==> src/rtl/sort_feeder.sv <==
// Feeds a batch of key/value pairs into the comparator sort chain. After the last pair
// it sends sentinel flush beats, raises done, and waits for chain ready and reader ack.
module sort_feeder #(
    parameter int key_width   = 32,
    parameter int val_width   = 16,
    parameter int count_width = 8,
    parameter int depth       = 8
) (
    input  logic                   clk,
    input  logic                   rst,
    input  logic                   s_valid,
    output logic                   s_ready,
    input  logic [key_width-1:0]   s_key,
    input  logic [val_width-1:0]   s_val,
    input  logic                   s_last,
    output logic                   o_en,
    output logic [key_width-1:0]   o_key,
    output logic [val_width-1:0]   o_val,
    output logic                   o_done,
    input  logic                   i_ready,
    input  logic                   i_ack,
    output logic [count_width-1:0] o_count,
    output logic                   o_overflow,
    output logic                   o_complete
);
    // state    | meaning
    // IDLE     | armed, waiting for the first pair of a batch
    // FEED     | forwarding pairs, one beat per transfer
    // FLUSH    | emitting depth-1 all-ones sentinel beats
    // WAIT_RDY | done raised, waiting for the chain to settle
    // DONE     | batch complete, waiting for reader ack
    typedef enum logic [2:0] {IDLE, FEED, FLUSH, WAIT_RDY, DONE} state_t;

    localparam int fc_width = (depth > 1) ? $clog2(depth) : 1;
    localparam logic [fc_width-1:0] flush_len = fc_width'(depth - 1);
    localparam logic [count_width-1:0] count_max = '1;
    localparam state_t after_last = (depth == 1) ? WAIT_RDY : FLUSH;

    state_t                 state, state_nx;
    logic [fc_width-1:0]    flush_cnt, flush_cnt_nx;
    logic                   en_nx, done_nx, complete_nx, overflow_nx;
    logic [key_width-1:0]   key_nx;
    logic [val_width-1:0]   val_nx;
    logic [count_width-1:0] count_nx;
    logic                   xfer;

    assign s_ready = !rst && (state == IDLE || state == FEED);
    assign xfer    = s_valid && s_ready;

    always_comb begin
        state_nx     = state;
        flush_cnt_nx = flush_cnt;
        en_nx        = 1'b0;
        key_nx       = o_key;
        val_nx       = o_val;
        done_nx      = o_done;
        complete_nx  = o_complete;
        count_nx     = o_count;
        overflow_nx  = o_overflow;
        case (state)
            IDLE, FEED: begin
                if (xfer) begin
                    en_nx  = 1'b1;
                    key_nx = s_key;
                    val_nx = s_val;
                    if (state == IDLE) begin
                        count_nx    = count_width'(1);
                        overflow_nx = 1'b0;
                    end else if (o_count == count_max) begin
                        overflow_nx = 1'b1;
                    end else begin
                        count_nx = o_count + 1'b1;
                    end
                    if (s_last) begin
                        state_nx     = after_last;
                        flush_cnt_nx = flush_len;
                    end else begin
                        state_nx = FEED;
                    end
                end
            end
            FLUSH: begin
                // flush_cnt counts sentinel beats still to emit, including this one
                en_nx        = 1'b1;
                key_nx       = '1;
                val_nx       = '1;
                flush_cnt_nx = flush_cnt - 1'b1;
                if (flush_cnt == fc_width'(1)) state_nx = WAIT_RDY;
            end
            WAIT_RDY: begin
                done_nx = 1'b1;
                if (i_ready) begin
                    state_nx    = DONE;
                    complete_nx = 1'b1;
                end
            end
            DONE: begin
                if (i_ack) begin
                    state_nx    = IDLE;
                    done_nx     = 1'b0;
                    complete_nx = 1'b0;
                end
            end
            default: state_nx = IDLE;
        endcase
    end

    always_ff @(posedge clk) begin
        if (rst) begin
            state      <= IDLE;
            flush_cnt  <= '0;
            o_en       <= 1'b0;
            o_key      <= '1;
            o_val      <= '1;
            o_done     <= 1'b0;
            o_complete <= 1'b0;
            o_count    <= '0;
            o_overflow <= 1'b0;
        end else begin
            state      <= state_nx;
            flush_cnt  <= flush_cnt_nx;
            o_en       <= en_nx;
            o_key      <= key_nx;
            o_val      <= val_nx;
            o_done     <= done_nx;
            o_complete <= complete_nx;
            o_count    <= count_nx;
            o_overflow <= overflow_nx;
        end
    end
endmodule
==> config.mk <==
export PLATFORM = sky130hd
export DESIGN_NAME = sort_feeder
export DESIGN_NICKNAME = d
export VERILOG_FILES = /design/src/rtl/sort_feeder.sv
export SDC_FILE = /design/constraint.sdc
export NUM_CORES = 1
export LEC_CHECK = 0
export CORE_MARGIN = 3
export CORE_UTILIZATION = 41
export DETAILED_ROUTE_END_ITERATION = 6
export PLACE_DENSITY = 0.91
export SETUP_SLACK_MARGIN = 0.2
export SLEW_MARGIN = 0
export SYNTH_ARGS = -nofsm -noshare
export SYNTH_HDL_FRONTEND = slang
export SYNTH_SLANG_ARGS = --single-unit
==> constraint.sdc <==
create_clock -name clk -period 2.3 [get_ports clk]
set_input_delay 0.46 -clock clk [delete_from_list [all_inputs] [get_ports clk]]
set_output_delay 0.46 -clock clk [all_outputs]
set_load 0.03 [all_outputs]
==> key figures, run 1 <==
Run status
  – Run status: finished clean

Timing
  – Post-route minimum period: 2.049 ns
  – Fin worst setup slack: 0.2512 ns
  – Final period util: 89.08%
  – Maximum clock rate: 488.1 MHz
  – RSZ-0062 raised after global routing: false
  – Worst slew margin: 57.66%
  – # setup viols final: 0
  – Fin. Hold Viols: 0
  – Actual slew at the worst max-slew pin: 0.6337 ns
  – Worst-case clock skew: 0.008973 ns
  – Slew Limit Fails: 0

Logic synthesis
  – Synth Net Count: 377
  – Mean Syn Cell Area: 8.031 um2
  – Cell taking the most area after synthesis: dfxtp_1
  – Synth cell types: 35
  – Number of synthesized flops with an enable pin: 0
  – Register area share after synthesis: 51.41%
  – Post-synth ARST share: 0%
  – Primary FF master, synth: dfxtp_1
  – Yosys warnings: 0
  – Yosys top cell area share: 51.41%
  – Dominant cells by area after synthesis: dfxtp_1 (51%), nand2_1 (15%), nand3_1 (10%), clkbuf_1 (2.6%), nor2_1 (1.8%)
  – #FFs+latches synth: 66
  – Top-count cell post-synth: nand2_1
  – Synth Instances: 320
  – Synthesized area: 2570 um2
  – Top cells by count, synth: nand2_1 (102), dfxtp_1 (66), nand3_1 (52)

CTS
  – CTS tree: yes
  – CTS resizes: 0
  – H-tree depth: 3
  – Hold-fix buffers, CTS: 0
  – Clock sink count: 66
  – Setup Buffers After CTS: 0
  – Clk slew on worst S/H paths: 0.06 ns
  – Root buf cell: clkbuf_8
  – TritonCTS Buffers: 9
  – Clock Tree Buf Depth: 2
  – Clk_lat worst skew: 0.33 ns

Place
  – Post-Place Worst Slack: -0.06842 ns
  – I/O Buffers: 114
  – Dpl cells: 500
  – Placed cell areas: 3820 um2
  – Final HPWL DP: 5112 um
  – Placer Congestion: 0.9064

Global route
  – Grt ovf: 0
  – Initial antenna violation count: 0
  – First-pass GRT wire length: 11080 um
  – GRT Total Usage: 18.85%
  – Pin count of the biggest net entering global routing: 29
  – Vias in the first global route: 2456

Die
  – Die Width: 85.17 um
  – Die height: 85.17 um
  – IO Pins: 115
  – Core Area: 5991 um2
  – Rows: 28
  – Initial Util: 42.90%
  – DIE AREA: 7254 um2

Setup path
  – CP Data Arrival Time: 2.26 ns
  – Crit Path Class: input port to flop
  – CP Launch Type: input port
  – Worst Path Required: 2.51 ns
  – Worst Path Max Fanout: 5
  – CP endpoint kind: flop

Detailed routing
  – WL final: 6804 um
  – Drt wl/cell: 13.21 um
  – DRT iter0 DRCs: 83
  – # DRC: 0
  – Antenna Nets Post-Route: 0
  – Vias: 2615
  – Drt pass-1 iters: 4
  – Via density per instance: 5.078

Cells and area
  – Number of inserted diodes: 0
  – Layout Cells excl Fill: 515
  – Core Util, Final: 66.85%
  – Layout cells sized above 1: 6.591%
  – Nets: 493
  – Post-route cell area: 4005 um2
  – Area delta synth->final: 55.84%

Power
  – P_leak: 1.692 nW
  – Pwr dens: 693.7 nW/um2
  – Overall Power: 2.778 mW
  – Max VDD drop: 0.3441 mV

Flow run
  – Number of max-cap violations: 0

Min path
  – Hold crit path type: flop to flop
-- critical path, stage by stage --
cell,delay (ns)
clkdlybuf4s50_1,0.47
or4b_2,0.66
nor4_1,0.39
mux2i_1,0.22
nor2_1,0.05
-- logic make-up after synthesis --
kind of cell | share of synthesized area, %
adders and majority gates | 1.461
xor gates and xnor gates | 0.6817
buffers and inverters | 3.895
and+or+nand+nor | 34.66
muxes | 0.7790
AOI/OAI and AO/OA | 7.108
DFF | 51.41
-- registers in the layout, indices dropped and copies added, names as in the netlist --
name        flops
o_count         8
o_key          32
o_done          1
state           3
o_overflow      1
o_en            1
flush_cnt       3
o_complete      1
o_val          16
-- per-stage QoR --
step                      TNS (ns)  hold slack, ns
final                            0          0.4639
after global placement    -0.05901          0.4479
after CTS                        0          0.4702
after detailed placement   -0.1179          0.4546
after floorplan                  0          0.4467
after global routing             0          0.4917
-- where the power goes --
part / switching, mW / internal, mW / total (mW)
sequential: 0.0431 / 1.22 / 1.26
clock: 0.405 / 0.522 / 0.927
combinational: 0.315 / 0.275 / 0.590
-- layer usage --
layer  global-route usage (%)  vias up  routed length, um
met5                        0        -                  0
met4                    6.906        0                 62
met3                    6.117        8                550
met2                    32.27       93               3314
met1                    21.94     1207               2877
li1                         -     1307                  -
-- path summary, 6_finish.rpt --
| path | startpoint | to | slack [ns] | cells past startpoint |
|---|---|---|---|---|
| worst max-delay path | s_valid | o_count[7] | 0.25 | 5 |
| worst min-delay path | o_key[30] | o_key[30] | 0.46 | 2 |
| worst max register to register | state[1] | o_count[7] | 0.47 | 4 |
| worst min register to register | o_key[30] | o_key[30] | 0.46 | 2 |
-- cells in the final DEF, fill, tap and decap left out, types with 3 or more instances in the layout --
master	Yosys	layout
inv_1	3	3
nor2_1	12	11
nand2_1	102	102
a211oi_1	3	3
clkbuf_8	0	10
nor2b_1	5	5
ha_1	3	3
dfxtp_1	66	66
nand2b_1	4	4
a31oi_1	4	4
nor3_1	5	5
a21oi_1	8	8
clkdlybuf4s50_1	0	113
nand3b_1	3	3
buf_4	0	13
o21ai_0	4	4
nand3_1	52	52
-- final cells by class --
class,count,area [um2]
Clock buffer,12,145.1
Clock inverter,3,40.04
Fill cell,469,1986
Inverter,3,11.26
Multi-Input combinational cell,230,1165
Sequential cell,66,1321
Tap cell,75,93.84
Timing Repair Buffer,126,1229
Note: power is estimated with default switching activity, not from simulation.
==> run 2: changes to the inputs <==
- CAP_MARGIN: unset -> 40
==> results of run 2 <==
No change in the layout: final DEF, timing and power equal those of run 1.
==> run 3: changes to the inputs <==
- REMOVE_ABC_BUFFERS: unset -> 1
- SETUP_SLACK_MARGIN: 0.2 -> 0.4
- TNS_END_PERCENT: unset -> 50
==> key figures, run 3 (synthesis results as in run 1) <==
Timing
  – Final period util: 80.15% (-8.9 points)
  – # setup viols final: 0 (unchanged)
  – Final hold slack: 0.4657 ns (+0.001806 ns)
  – Setup tns final: 0 ns (unchanged)
  – RSZ-0062 raised after global routing: true
  – Post-route minimum period: 1.843 ns (-0.2054 ns)
  – Worst slew margin: 52.81% (-4.9 points)
  – Fin worst setup slack: 0.4565 ns (+0.2054 ns)
  – Actual slew at the worst max-slew pin: 0.7063 ns (+0.07262 ns)
  – Maximum clock rate: 542.5 MHz (+11%)
  – Worst-case clock skew: 0.004513 ns (-0.004460 ns)
  – Slew Limit Fails: 0 (unchanged)
  – Fin. Hold Viols: 0 (unchanged)

Flow run
  – Number of max-cap violations: 0 (unchanged)

Cells and area
  – Regs by FF count: o_key x32, o_val x16, o_count x8
  – Highest-count cells in the layout ignoring fill and taps: clkdlybuf4s50_1 (104), nand2_1 (102), dfxtp_1 (66)
  – Commonest non-fill, non-tap cell in the layout: clkdlybuf4s50_1
  – Max FFs per register: 32 (unchanged)
  – Fillers: 437 (-6.8%)
  – Post-route cell area: 4109 um2 (+2.6%)
  – Layout cells sized above 1: 7.883% (+1.3 points)
  – Layout Cells excl Fill: 519 (+0.78%)
  – Area delta synth->final: 59.88%
  – Nets: 496 (+0.61%)
  – Largest reg by FF count: o_key
  – Number of inserted diodes: 0 (unchanged)

Die
  – IO Pins: 115 (unchanged)
  – Rows: 28 (unchanged)
  – Die Width: 85.17 um (unchanged)
  – Initial Util: 42.90% (unchanged)
  – DIE AREA: 7254 um2 (unchanged)
  – Die height: 85.17 um (unchanged)
  – Core Area: 5991 um2 (unchanged)

Setup path
  – CP Data Arrival Time: 2.10 ns (-0.16 ns)
  – CP Launch Type: input port
  – Worst Path Max Fanout: 4 (-1)
  – Worst R2R Start: state[1]
  – Worst Reg-to-Reg Cells: 3 (-1)
  – R2r setup slk: 0.67 ns (+0.20 ns)
  – CP endpoint kind: flop
  – WP buf/inv: 1 (unchanged)
  – Crit path cell chain: clkdlybuf4s50_1, or4b_4, or4_1, a21oi_1
  – Crit Path Class: input port to flop
  – R2r endpoint: o_count[4]
  – Worst Path Required: 2.56 ns (+0.05 ns)
  – CP max-delay cell: or4_1
  – CP max stage delay: 0.53 ns (-0.13 ns)
  – Largest delay share family, worst path: simple AND/OR/NAND/NOR gates

Power
  – Pwr dens: 744.7 nW/um2 (+7.4%)
  – Switching Share: 25.69% (-1.8 points)
  – Clock power share: 39.2% (+5.8 points)
  – Max VDD drop: 0.4243 mV (+23%)
  – Net switching power figure: 0.7862 mW (+3.0%)
  – Logic gate share of total power: 19.6% (-1.6 points)
  – P_leak: 1.820 nW (+7.6%)
  – Sequential Power Share: 41.2% (-4.2 points)
  – Pint: 2.274 mW (+13%)

Detailed routing
  – Drt wl/cell: 13.62 um (+3.1%)
  – Vias: 2624 (+0.34%)
  – Length of routed met2 wiring: 3378 um (+1.9%)
  – DRT iter0 DRCs: 80 (-3.6%)
  – Drt pass-1 iters: 4 (unchanged)
  – # DRC: 0 (unchanged)
  – Metal3 WL: 527 um (-4.2%)
  – Highest Signal Layer: met4
  – Via density per instance: 5.056 (-0.43%)
  – Antenna Nets Post-Route: 0 (unchanged)
  – WL final: 7070 um (+3.9%)
  – M1 wire length: 3027 um (+5.2%)

Global route
  – Grt ovf: 0 (unchanged)
  – Pin count of the biggest net entering global routing: 32 (+10%)
  – First-pass GRT wire length: 11540 um (+4.1%)
  – Initial antenna violation count: 0 (unchanged)
  – GRT Total Usage: 19.63% (+0.78 points)
  – Vias in the first global route: 2503 (+1.9%)

CTS
  – H-tree depth: 3 (unchanged)
  – Clock sink count: 66 (unchanged)
  – Clk slew on worst S/H paths: 0.07 ns (about the same)
  – Clk_lat worst skew: 0.33 ns (about the same)
  – Clock Tree Buf Depth: 2 (unchanged)
  – Root buf cell: clkbuf_8
  – Hold-fix buffers, CTS: 0 (unchanged)
  – TritonCTS Buffers: 9 (unchanged)
  – CTS tree: yes

Place
  – Placed cell areas: 3820 um2 (unchanged)
  – I/O Buffers: 114 (unchanged)
  – Dpl cells: 500 (unchanged)
  – Post-Place Worst Slack: -0.03597 ns (+0.03245 ns)
  – Placer Congestion: 0.8888 (-1.9%)
  – Final HPWL DP: 5123 um (+0.21%)

Run status
  – Run status: finished clean

Min path
  – Hold crit path type: flop to flop
  – Hold Path Origin: o_key[7]
  – End point of the worst hold path: o_key[7]
  – Hold Crit Depth: 2 (unchanged)
-- run 3: power by group through the flow --
stage | Clock, mW | Sequential, mW | Combinational, mW
after floorplan | 0 | 1.41 | 0.171
after global placement | 0 | 1.28 | 0.582
after detailed placement | 0 | 1.29 | 0.593
after CTS | 1.22 | 1.26 | 0.601
after global routing | 1.27 | 1.27 | 0.644
final | 1.20 | 1.26 | 0.599
-- run 3: worst max-delay path by stage --
stage	from	end	slack (ns)	depth (start not counted)
finish	s_valid	o_count[4]	0.46	4
floorplan	state[2]	o_count[4]	-1.29	4
global route	s_valid	o_count[7]	0.38	5
detailed placement	s_valid	o_count[4]	-0.04	4
CTS	o_count[6]	o_count[6]	0.38	1
global placement	s_valid	o_count[7]	-0.04	5
-- run 3: metrics by stage --
stage          total power, mW  util (%)
2_1_floorplan            1.585         -
3_3_place_gp             1.865     63.76
3_5_place_dp             1.881     63.76
4_1_cts                  3.085     68.27
5_1_grt                  3.188     68.59
6_report                 3.060     68.59
-- run 3: tightest hold or removal path: cells and delay by family (launching register included) --
kind             cells  cell delay (ns)
flip-flops           1             0.32
AND/OR/NAND/NOR      2             0.12
-- run 3: routing by layer --
metal	up-vias	track usage, %
met3	14	4.466
li1	1315	-
met2	116	33.12
met5	-	0
met1	1179	24.00
met4	0	8.345
-- run 3: cell type report --
class / count / area (um2) / share of cell area [%]
sequential: 66 / 1321 / 32.16
timing repair buffer: 129 / 1262 / 30.72
inverter: 3 / 11.26 / 0.2741
multi-input combinational: 230 / 1169 / 28.44
tap: 75 / 93.84 / 2.284
clock inverter: 5 / 100.1 / 2.436
clock buffer: 11 / 151.4 / 3.685
-- run 3: timing repair --
action                     CTS  global route
setup buffers                3             0
resized for setup            7             7
pin swaps                    1             1
setup endpoints to repair   42            35
